**config.mk**
```make
export PLATFORM = sky130hd
export DESIGN_NAME = ibex_wb_buffer_flat
export DESIGN_NICKNAME = d
export VERILOG_FILES = /design/src/rtl/ibex_wb_buffer_if.sv /design/src/rtl/ibex_wb_buffer.sv /design/src/flat_wrapper.sv
export SDC_FILE = /design/constraint.sdc
export NUM_CORES = 1
export LEC_CHECK = 0
export CORE_ASPECT_RATIO = 1.5
export CORE_MARGIN = 1.5
export CORE_UTILIZATION = 25
export DETAILED_ROUTE_END_ITERATION = 8
export DONT_BUFFER_PORTS = 1
export HOLD_SLACK_MARGIN = 0.08
export PLACE_DENSITY_LB_ADDON = 0.25
export SYNTH_ARGS = -nofsm -noshare
export SYNTH_HDL_FRONTEND = slang
export SYNTH_SLANG_ARGS = --single-unit
```
**constraint.sdc**
```tcl
create_clock -name clk_i -period 7 [get_ports clk_i]
set_clock_uncertainty 0.1 [all_clocks]
set_input_delay 0.7 -clock clk_i [delete_from_list [all_inputs] [get_ports clk_i]]
set_output_delay 0.7 -clock clk_i [all_outputs]
set_load 0.02 [all_outputs]
```
**src/rtl/ibex_wb_buffer_if.sv**
```systemverilog
`default_nettype none
// ============================================================================
//  Module      : ibex_wb_buffer_if
//  Description : Bundle of the writeback-buffer handshake and register-file
//                write signals. The slave modport is the buffer's view, the
//                master modport is the view of the ID/EX stage plus LSU.
//  Ports       : en_wb_i / instr_type_wb_i / pc_id_i / rf_*_id_i - offered
//                instruction; lsu_resp_* / rf_wdata_lsu_i - LSU response;
//                ready_wb_o, rf_*_wb_o, pending_*_o, outstanding_*_o,
//                pc_wb_o, instr_done_wb_o, perf_* - buffer results.
//  Revision    : 1.0 - initial release
// ============================================================================
interface ibex_wb_buffer_if #(
    parameter int DataWidth = 32
);
    // offered instruction
    logic                 en_wb_i;
    logic [1:0]           instr_type_wb_i;
    logic [31:0]          pc_id_i;
    logic                 instr_is_compressed_id_i;
    logic                 instr_perf_count_id_i;
    logic [4:0]           rf_waddr_id_i;
    logic [DataWidth-1:0] rf_wdata_id_i;
    logic                 rf_we_id_i;
    logic                 rf_dst_fp_id_i;
    // LSU response
    logic                 lsu_resp_valid_i;
    logic                 lsu_resp_err_i;
    logic [DataWidth-1:0] rf_wdata_lsu_i;
    // buffer results
    logic                 ready_wb_o;
    logic [4:0]           rf_waddr_wb_o;
    logic [DataWidth-1:0] rf_wdata_wb_o;
    logic                 rf_we_int_wb_o;
    logic                 rf_we_fp_wb_o;
    logic [31:0]          pending_int_o;
    logic [31:0]          pending_fp_o;
    logic                 outstanding_load_wb_o;
    logic                 outstanding_store_wb_o;
    logic [31:0]          pc_wb_o;
    logic                 instr_done_wb_o;
    logic                 perf_instr_ret_wb_o;
    logic                 perf_instr_ret_compressed_wb_o;

    modport slave (
        input  en_wb_i, instr_type_wb_i, pc_id_i, instr_is_compressed_id_i,
               instr_perf_count_id_i, rf_waddr_id_i, rf_wdata_id_i,
               rf_we_id_i, rf_dst_fp_id_i, lsu_resp_valid_i, lsu_resp_err_i,
               rf_wdata_lsu_i,
        output ready_wb_o, rf_waddr_wb_o, rf_wdata_wb_o, rf_we_int_wb_o,
               rf_we_fp_wb_o, pending_int_o, pending_fp_o,
               outstanding_load_wb_o, outstanding_store_wb_o, pc_wb_o,
               instr_done_wb_o, perf_instr_ret_wb_o,
               perf_instr_ret_compressed_wb_o
    );

    modport master (
        output en_wb_i, instr_type_wb_i, pc_id_i, instr_is_compressed_id_i,
               instr_perf_count_id_i, rf_waddr_id_i, rf_wdata_id_i,
               rf_we_id_i, rf_dst_fp_id_i, lsu_resp_valid_i, lsu_resp_err_i,
               rf_wdata_lsu_i,
        input  ready_wb_o, rf_waddr_wb_o, rf_wdata_wb_o, rf_we_int_wb_o,
               rf_we_fp_wb_o, pending_int_o, pending_fp_o,
               outstanding_load_wb_o, outstanding_store_wb_o, pc_wb_o,
               instr_done_wb_o, perf_instr_ret_wb_o,
               perf_instr_ret_compressed_wb_o
    );
endinterface
`default_nettype wire

```
**src/rtl/ibex_wb_buffer.sv**
```systemverilog
`default_nettype none
// ============================================================================
//  Module      : ibex_wb_buffer
//  Description : In-order writeback buffer of Depth entries. Instructions
//                accepted from ID/EX are queued; the head retires at once if
//                it is OTHER, or on the LSU response if it is LOAD/STORE.
//                Register-file writes happen only in the head's retire cycle.
//  Ports       : clk_i - clock (rising edge)
//                rst_i - synchronous active-high reset
//                wb    - ibex_wb_buffer_if.slave bundle (instruction offer,
//                        LSU response, RF write port, hazard masks, status)
//  Revision    : 1.0 - initial release
// ============================================================================
module ibex_wb_buffer #(
    parameter int DataWidth = 32,
    parameter int Depth     = 2
) (
    input  wire logic           clk_i,
    input  wire logic           rst_i,
    ibex_wb_buffer_if.slave     wb
);

    localparam int PTR_W = (Depth > 1) ? $clog2(Depth) : 1;
    localparam int CNT_W = $clog2(Depth + 1);

    localparam logic [PTR_W-1:0] C_LAST_PTR  = PTR_W'(Depth - 1);
    localparam logic [CNT_W-1:0] C_DEPTH_CNT = CNT_W'(Depth);

    // wb_instr_type_e encoding
    localparam logic [1:0] C_TYPE_LOAD  = 2'b00;
    localparam logic [1:0] C_TYPE_STORE = 2'b01;

    // ------------------------------------------------------------------
    // Entry storage and bookkeeping
    // ------------------------------------------------------------------
    logic [1:0]           r_type  [Depth];
    logic [4:0]           r_waddr [Depth];
    logic [DataWidth-1:0] r_wdata [Depth];
    logic                 r_we    [Depth];
    logic                 r_fp    [Depth];
    logic [31:0]          r_pc    [Depth];
    logic                 r_cmp   [Depth];
    logic                 r_cnt   [Depth];
    logic [Depth-1:0]     r_valid;

    logic [PTR_W-1:0]     r_head;
    logic [PTR_W-1:0]     r_tail;
    logic [CNT_W-1:0]     r_count;

    function automatic logic [PTR_W-1:0] f_next_ptr(input logic [PTR_W-1:0] p);
        return (p == C_LAST_PTR) ? '0 : p + PTR_W'(1);
    endfunction

    // ------------------------------------------------------------------
    // Head decode
    // ------------------------------------------------------------------
    logic w_nonempty;
    logic w_head_lsu;
    logic w_head_load;
    logic w_retire;
    logic w_lsu_err;
    logic w_write;
    logic w_we_int;
    logic w_we_fp;
    logic w_ready;
    logic w_enq;

    always_comb begin
        w_nonempty  = (r_count != '0);
        w_head_load = w_nonempty & (r_type[r_head] == C_TYPE_LOAD);
        w_head_lsu  = w_head_load |
                      (w_nonempty & (r_type[r_head] == C_TYPE_STORE));
        // The LSU response only matters to a LOAD/STORE head; it is
        // ignored when empty or when the head is OTHER.
        w_retire    = w_nonempty & (~w_head_lsu | wb.lsu_resp_valid_i);
        w_lsu_err   = w_head_lsu & wb.lsu_resp_valid_i & wb.lsu_resp_err_i;
        w_write     = w_retire & r_we[r_head] &
                      (r_type[r_head] != C_TYPE_STORE) & ~w_lsu_err;
        w_we_fp     = w_write & r_fp[r_head];
        // x0 is hardwired to zero, so an integer write to it is dropped.
        w_we_int    = w_write & ~r_fp[r_head] & (r_waddr[r_head] != 5'd0);
        // A retiring head frees a slot in the same cycle, so a full
        // buffer can still accept.
        w_ready     = (r_count < C_DEPTH_CNT) | w_retire;
        w_enq       = wb.en_wb_i & w_ready;
    end

    // ------------------------------------------------------------------
    // Outputs
    // ------------------------------------------------------------------
    logic [31:0] w_pend_int;
    logic [31:0] w_pend_fp;
    logic        w_out_load;
    logic        w_out_store;

    always_comb begin
        w_pend_int  = '0;
        w_pend_fp   = '0;
        w_out_load  = 1'b0;
        w_out_store = 1'b0;
        for (int i = 0; i < Depth; i++) begin
            if (r_valid[i]) begin
                if (r_we[i]) begin
                    if (r_fp[i]) begin
                        w_pend_fp[r_waddr[i]] = 1'b1;
                    end else begin
                        w_pend_int[r_waddr[i]] = 1'b1;
                    end
                end
                if (r_type[i] == C_TYPE_LOAD) begin
                    w_out_load = 1'b1;
                end
                if (r_type[i] == C_TYPE_STORE) begin
                    w_out_store = 1'b1;
                end
            end
        end
        w_pend_int[0] = 1'b0;
    end

    assign wb.ready_wb_o             = w_ready;
    assign wb.rf_we_int_wb_o         = w_we_int;
    assign wb.rf_we_fp_wb_o          = w_we_fp;
    assign wb.rf_waddr_wb_o          = (w_we_int | w_we_fp) ? r_waddr[r_head] : 5'd0;
    assign wb.rf_wdata_wb_o          = ~(w_we_int | w_we_fp) ? '0 :
                                       w_head_load ? wb.rf_wdata_lsu_i : r_wdata[r_head];
    assign wb.pending_int_o          = w_pend_int;
    assign wb.pending_fp_o           = w_pend_fp;
    assign wb.outstanding_load_wb_o  = w_out_load;
    assign wb.outstanding_store_wb_o = w_out_store;
    assign wb.pc_wb_o                = w_nonempty ? r_pc[r_head] : 32'd0;
    assign wb.instr_done_wb_o        = w_retire;
    assign wb.perf_instr_ret_wb_o    = w_retire & r_cnt[r_head] & ~w_lsu_err;
    assign wb.perf_instr_ret_compressed_wb_o =
                                       w_retire & r_cnt[r_head] & ~w_lsu_err & r_cmp[r_head];

    // ------------------------------------------------------------------
    // State update
    // ------------------------------------------------------------------
    always_ff @(posedge clk_i) begin
        if (rst_i) begin
            r_head  <= '0;
            r_tail  <= '0;
            r_count <= '0;
            r_valid <= '0;
            for (int i = 0; i < Depth; i++) begin
                r_type[i]  <= '0;
                r_waddr[i] <= '0;
                r_wdata[i] <= '0;
                r_we[i]    <= 1'b0;
                r_fp[i]    <= 1'b0;
                r_pc[i]    <= '0;
                r_cmp[i]   <= 1'b0;
                r_cnt[i]   <= 1'b0;
            end
        end else begin
            // Retire clears first so that a simultaneous enqueue into the
            // same slot (full buffer, head == tail) wins.
            if (w_retire) begin
                r_valid[r_head] <= 1'b0;
                r_head          <= f_next_ptr(r_head);
            end
            if (w_enq) begin
                r_valid[r_tail] <= 1'b1;
                r_type[r_tail]  <= wb.instr_type_wb_i;
                r_waddr[r_tail] <= wb.rf_waddr_id_i;
                r_wdata[r_tail] <= wb.rf_wdata_id_i;
                r_we[r_tail]    <= wb.rf_we_id_i;
                r_fp[r_tail]    <= wb.rf_dst_fp_id_i;
                r_pc[r_tail]    <= wb.pc_id_i;
                r_cmp[r_tail]   <= wb.instr_is_compressed_id_i;
                r_cnt[r_tail]   <= wb.instr_perf_count_id_i;
                r_tail          <= f_next_ptr(r_tail);
            end
            case ({w_enq, w_retire})
                2'b10:   r_count <= r_count + CNT_W'(1);
                2'b01:   r_count <= r_count - CNT_W'(1);
                default: r_count <= r_count;
            endcase
        end
    end

endmodule
`default_nettype wire

```
**src/flat_wrapper.sv**
```systemverilog
// flat-port wrapper written by rule: the top's interface ports become plain ports
module ibex_wb_buffer_flat 
#(
    parameter int DataWidth = 32,
    parameter int Depth     = 2
)
  (clk_i, rst_i, wb_en_wb_i, wb_instr_type_wb_i, wb_pc_id_i, wb_instr_is_compressed_id_i, wb_instr_perf_count_id_i, wb_rf_waddr_id_i, wb_rf_wdata_id_i, wb_rf_we_id_i, wb_rf_dst_fp_id_i, wb_lsu_resp_valid_i, wb_lsu_resp_err_i, wb_rf_wdata_lsu_i, wb_ready_wb_o, wb_rf_waddr_wb_o, wb_rf_wdata_wb_o, wb_rf_we_int_wb_o, wb_rf_we_fp_wb_o, wb_pending_int_o, wb_pending_fp_o, wb_outstanding_load_wb_o, wb_outstanding_store_wb_o, wb_pc_wb_o, wb_instr_done_wb_o, wb_perf_instr_ret_wb_o, wb_perf_instr_ret_compressed_wb_o);
  ibex_wb_buffer_if #(.DataWidth(DataWidth)) wb_i ();
  input  wire logic clk_i;
  input  wire logic rst_i;
  input wire logic [$bits(wb_i.en_wb_i)-1:0] wb_en_wb_i;
  input wire logic [$bits(wb_i.instr_type_wb_i)-1:0] wb_instr_type_wb_i;
  input wire logic [$bits(wb_i.pc_id_i)-1:0] wb_pc_id_i;
  input wire logic [$bits(wb_i.instr_is_compressed_id_i)-1:0] wb_instr_is_compressed_id_i;
  input wire logic [$bits(wb_i.instr_perf_count_id_i)-1:0] wb_instr_perf_count_id_i;
  input wire logic [$bits(wb_i.rf_waddr_id_i)-1:0] wb_rf_waddr_id_i;
  input wire logic [$bits(wb_i.rf_wdata_id_i)-1:0] wb_rf_wdata_id_i;
  input wire logic [$bits(wb_i.rf_we_id_i)-1:0] wb_rf_we_id_i;
  input wire logic [$bits(wb_i.rf_dst_fp_id_i)-1:0] wb_rf_dst_fp_id_i;
  input wire logic [$bits(wb_i.lsu_resp_valid_i)-1:0] wb_lsu_resp_valid_i;
  input wire logic [$bits(wb_i.lsu_resp_err_i)-1:0] wb_lsu_resp_err_i;
  input wire logic [$bits(wb_i.rf_wdata_lsu_i)-1:0] wb_rf_wdata_lsu_i;
  output wire logic [$bits(wb_i.ready_wb_o)-1:0] wb_ready_wb_o;
  output wire logic [$bits(wb_i.rf_waddr_wb_o)-1:0] wb_rf_waddr_wb_o;
  output wire logic [$bits(wb_i.rf_wdata_wb_o)-1:0] wb_rf_wdata_wb_o;
  output wire logic [$bits(wb_i.rf_we_int_wb_o)-1:0] wb_rf_we_int_wb_o;
  output wire logic [$bits(wb_i.rf_we_fp_wb_o)-1:0] wb_rf_we_fp_wb_o;
  output wire logic [$bits(wb_i.pending_int_o)-1:0] wb_pending_int_o;
  output wire logic [$bits(wb_i.pending_fp_o)-1:0] wb_pending_fp_o;
  output wire logic [$bits(wb_i.outstanding_load_wb_o)-1:0] wb_outstanding_load_wb_o;
  output wire logic [$bits(wb_i.outstanding_store_wb_o)-1:0] wb_outstanding_store_wb_o;
  output wire logic [$bits(wb_i.pc_wb_o)-1:0] wb_pc_wb_o;
  output wire logic [$bits(wb_i.instr_done_wb_o)-1:0] wb_instr_done_wb_o;
  output wire logic [$bits(wb_i.perf_instr_ret_wb_o)-1:0] wb_perf_instr_ret_wb_o;
  output wire logic [$bits(wb_i.perf_instr_ret_compressed_wb_o)-1:0] wb_perf_instr_ret_compressed_wb_o;
  assign wb_i.en_wb_i = wb_en_wb_i;
  assign wb_i.instr_type_wb_i = wb_instr_type_wb_i;
  assign wb_i.pc_id_i = wb_pc_id_i;
  assign wb_i.instr_is_compressed_id_i = wb_instr_is_compressed_id_i;
  assign wb_i.instr_perf_count_id_i = wb_instr_perf_count_id_i;
  assign wb_i.rf_waddr_id_i = wb_rf_waddr_id_i;
  assign wb_i.rf_wdata_id_i = wb_rf_wdata_id_i;
  assign wb_i.rf_we_id_i = wb_rf_we_id_i;
  assign wb_i.rf_dst_fp_id_i = wb_rf_dst_fp_id_i;
  assign wb_i.lsu_resp_valid_i = wb_lsu_resp_valid_i;
  assign wb_i.lsu_resp_err_i = wb_lsu_resp_err_i;
  assign wb_i.rf_wdata_lsu_i = wb_rf_wdata_lsu_i;
  assign wb_ready_wb_o = wb_i.ready_wb_o;
  assign wb_rf_waddr_wb_o = wb_i.rf_waddr_wb_o;
  assign wb_rf_wdata_wb_o = wb_i.rf_wdata_wb_o;
  assign wb_rf_we_int_wb_o = wb_i.rf_we_int_wb_o;
  assign wb_rf_we_fp_wb_o = wb_i.rf_we_fp_wb_o;
  assign wb_pending_int_o = wb_i.pending_int_o;
  assign wb_pending_fp_o = wb_i.pending_fp_o;
  assign wb_outstanding_load_wb_o = wb_i.outstanding_load_wb_o;
  assign wb_outstanding_store_wb_o = wb_i.outstanding_store_wb_o;
  assign wb_pc_wb_o = wb_i.pc_wb_o;
  assign wb_instr_done_wb_o = wb_i.instr_done_wb_o;
  assign wb_perf_instr_ret_wb_o = wb_i.perf_instr_ret_wb_o;
  assign wb_perf_instr_ret_compressed_wb_o = wb_i.perf_instr_ret_compressed_wb_o;
  ibex_wb_buffer #(.DataWidth(DataWidth), .Depth(Depth)) u_core (.clk_i(clk_i), .rst_i(rst_i), .wb(wb_i));
endmodule
```
==> impl_metrics.ini <==
[setup_path]
cp_slowest_cell = a211oi_1
crit_path_end_kind = output pin
slowest_delay_ns = 0.87
critPathBufInv = 0
worstPathMaxFanout = 45
cp.arrival_ns = 3.34
path_cells = nor4_1 > o221ai_1 > nand3_2 > a211oi_1
regToRegEndpoint = u_core.r_pc[1][6]
critPathTopFamily = compound AO/OA/AOI/OAI gates
crit_path_start_kind = flop
r2r_slack_ns = 3.86
r2r_cells = 5
required_ns = 6.20
path_class = reg2out

[cells_and_area]
finish.utilization_pct = 28.3
finalNonFillerCells = 1100
layout-drive-gt1-share_pct = 7.39
n_fill_cell = 3271
fin_area_sq_um = 9040
area.growth.synth_to_final_pct = 11.4
layout.nets = 790
antenna_cells = 0

[power_and_ir_drop]
seq_power_share_pct = 43.1
p_leak_nw = 3.01
switching_power_mw = 1.00
ir_drop_mv = 0.160
p_clk_share_pct = 32.2
power_density_nw_per_um2 = 326
p_int_mw = 1.95
p_sw_share_pct = 34.0
power_frac_comb_pct = 24.7

[synthesis]
synth_edf_count = 150
synth_nets = 814
synthArstFlopShare_pct = 0
ys.flop_type = edfxtp_1
ys_types = 41
synth-seq-cells = 157
synth_area_sq_um = 8120
synth_cells = 701
ys_warn_count = 0
synth_area_per_cell_sq_um = 11.6
ys_seq_area_share_pct = 57.2

[timing]
rsz0062_at_grt = false
drv_slew = 0
worst_slew_pin_slew_ns = 0.993
fmaxAchievable_mhz = 241
min_period_ns = 4.14
worst_slack_ns = 2.86
setup_violations = 0
finalHoldViolations = 0
relSlewSlack_pct = 33.8
finalCritPeriodShare_pct = 59.2
tns_ns = 0

[min_path]
hold_path_class = in2reg
min_from = rst_i
holdPathStages = 1

[grt]
grt_max_degree = 77
grtUsageTotal_pct = 13.0
first_global_vias = 5103
grt_pass1_wl_mm = 31.3
grt_overflow = 0
antenna_found_initial = 0

[floorplanning]
start_util_pct = 25.4
dieHeight_um = 224
ios = 253
fp.coreArea_sq_um = 31900
die-width_um = 150
die_area_sq_um = 33600
row_count = 80

[routing]
num_vias = 5287
drt_wl_total_mm = 22.3
drt-pass1-iter-count = 5
drc = 0
routedWlPerCell_um = 20.3
drt_iter0_markers = 276
postRouteAntennaNets = 0
via_per_inst = 4.81

[clock_tree]
clkLatencyLatePin_ns = 0.44
cts_sinks = 157
post_cts_buffers = 0
cts_made_buffers = 17
hold_buffers = 0
cts_root_buffer = clkbuf_16
post_cts_resize_count = 0
cts_tree = done
ctsLongestPathBuffers = 2
h-tree-depth = 4
path_clk_slew_ns = 0.07

[place]
gp_congestion = 0.841
dp.cells = 1068
pre_cts_ws_ns = 3.27
dp_hpwl_mm = 14.7
placed_cell_area_sq_um = 8450
numPortBuffers = 0

[outcome]
status = finished, final reports clean

[job]
max_cap_viol_count = 0
## how the worst max path moves through the flow
stage,startpoint,to,slack [ns],cells past startpoint
after detailed placement,flop,wb_rf_wdata_wb_o[14],3.27,4
after floorplan,wb_lsu_resp_valid_i,u_core.r_cmp[0],0.22,2
after global placement,flop,wb_rf_wdata_wb_o[20],3.36,4
after global routing,flop,wb_rf_wdata_wb_o[23],2.59,4
after CTS,flop,wb_rf_wdata_wb_o[14],2.76,4
final,flop,wb_rf_wdata_wb_o[1],2.86,4
## kinds of logic after synthesis
group / synth area share, %
flops: 57.2
mux: 9.31
buf+inv: 3.75
xor+xnor: 0.432
compound gates: 9.11
other cells: 0.0462
simple gates: 20.0
fa+ha+maj: 0.154
## metrics by stage
stage / total power, mW / hold slack [ns]
after floorplan: 1.87 / 0.378
after global placement: 2.04 / 0.421
after detailed placement: 2.05 / 0.430
after CTS: 3.01 / 0.185
after global routing: 3.09 / 0.190
final: 2.95 / 0.214
## sequential cells by signal, summed over array words and instances, names as in the netlist, named ones only
register / flops
u_core.r_count: 2
u_core.r_head: 1
u_core.r_we: 2
u_core.r_fp: 2
u_core.r_cmp: 2
u_core.r_tail: 1
u_core.r_wdata: 64
u_core.r_pc: 64
u_core.r_valid: 2
u_core.r_waddr: 10
u_core.r_cnt: 2
u_core.r_type: 4
## cell type report
| class | instances | area [sq um] | area share (%) |
|---|---|---|---|
| clock buffers | 18 | 429 | 4.75 |
| clock inverters | 14 | 165 | 1.83 |
| inverters | 5 | 18.8 | 0.208 |
| multi-input cells | 488 | 3210 | 35.5 |
| flip-flops and latches | 157 | 4650 | 51.4 |
| well taps | 410 | 513 | 5.67 |
| repair buffers | 8 | 60.1 | 0.664 |
## cell usage after synthesis (all sizes together) (5+ instances only)
library cell / number / area share (%)
and2: 150 / 12
edfxtp: 150 / 55
nor2: 85 / 3.9
mux2i: 74 / 9.1
o22ai: 65 / 5.0
a211oi: 32 / 3.0
buf: 26 / 2.4
clkbuf: 25 / 1.2
nand2: 19 / 0.88
nand3: 12 / 0.74
nand3b: 9 / 0.83
dfxtp: 7 / 1.7
inv: 5 / 0.23
## per-layer routing
layer	GRT usage (%)	wire length (um)	vias up
li1	-	-	2514
met1	12.3	7870	2545
met2	24.6	12200	193
met3	3.83	1610	35
met4	6.96	642	0
met5	0	0	-
## cells in the final DEF (no fill, tap or decap), types with 2 or more instances in the layout
cell type and instances:
and2_1 150, edfxtp_1 150, nor2_1 84, mux2i_1 74
o22ai_1 65, a211oi_1 32, nand2_1 19, clkbuf_16 17
nand3_1 11, nand3b_1 9, buf_4 8, dfxtp_1 6
inv_1 5, inv_6 4, clkinv_2 4, a21oi_1 3
nor2b_1 3, nor3_1 3, or3b_2 3, or3_1 3
bufinv_16 3, nor3b_1 2, and3_1 2, o21ai_0 2
xnor2_1 2, xor2_1 2
## power groups by stage
stage / Sequential [mW] / Clock [mW] / Combinational [mW]
3_3_place_gp: 1.29 / 0 / 0.747
5_1_grt: 1.29 / 1.01 / 0.799
3_5_place_dp: 1.29 / 0 / 0.754
2_1_floorplan: 1.23 / 0 / 0.640
4_1_cts: 1.27 / 0.974 / 0.757
6_report: 1.27 / 0.948 / 0.728
(Power assumes the default switching activity.)
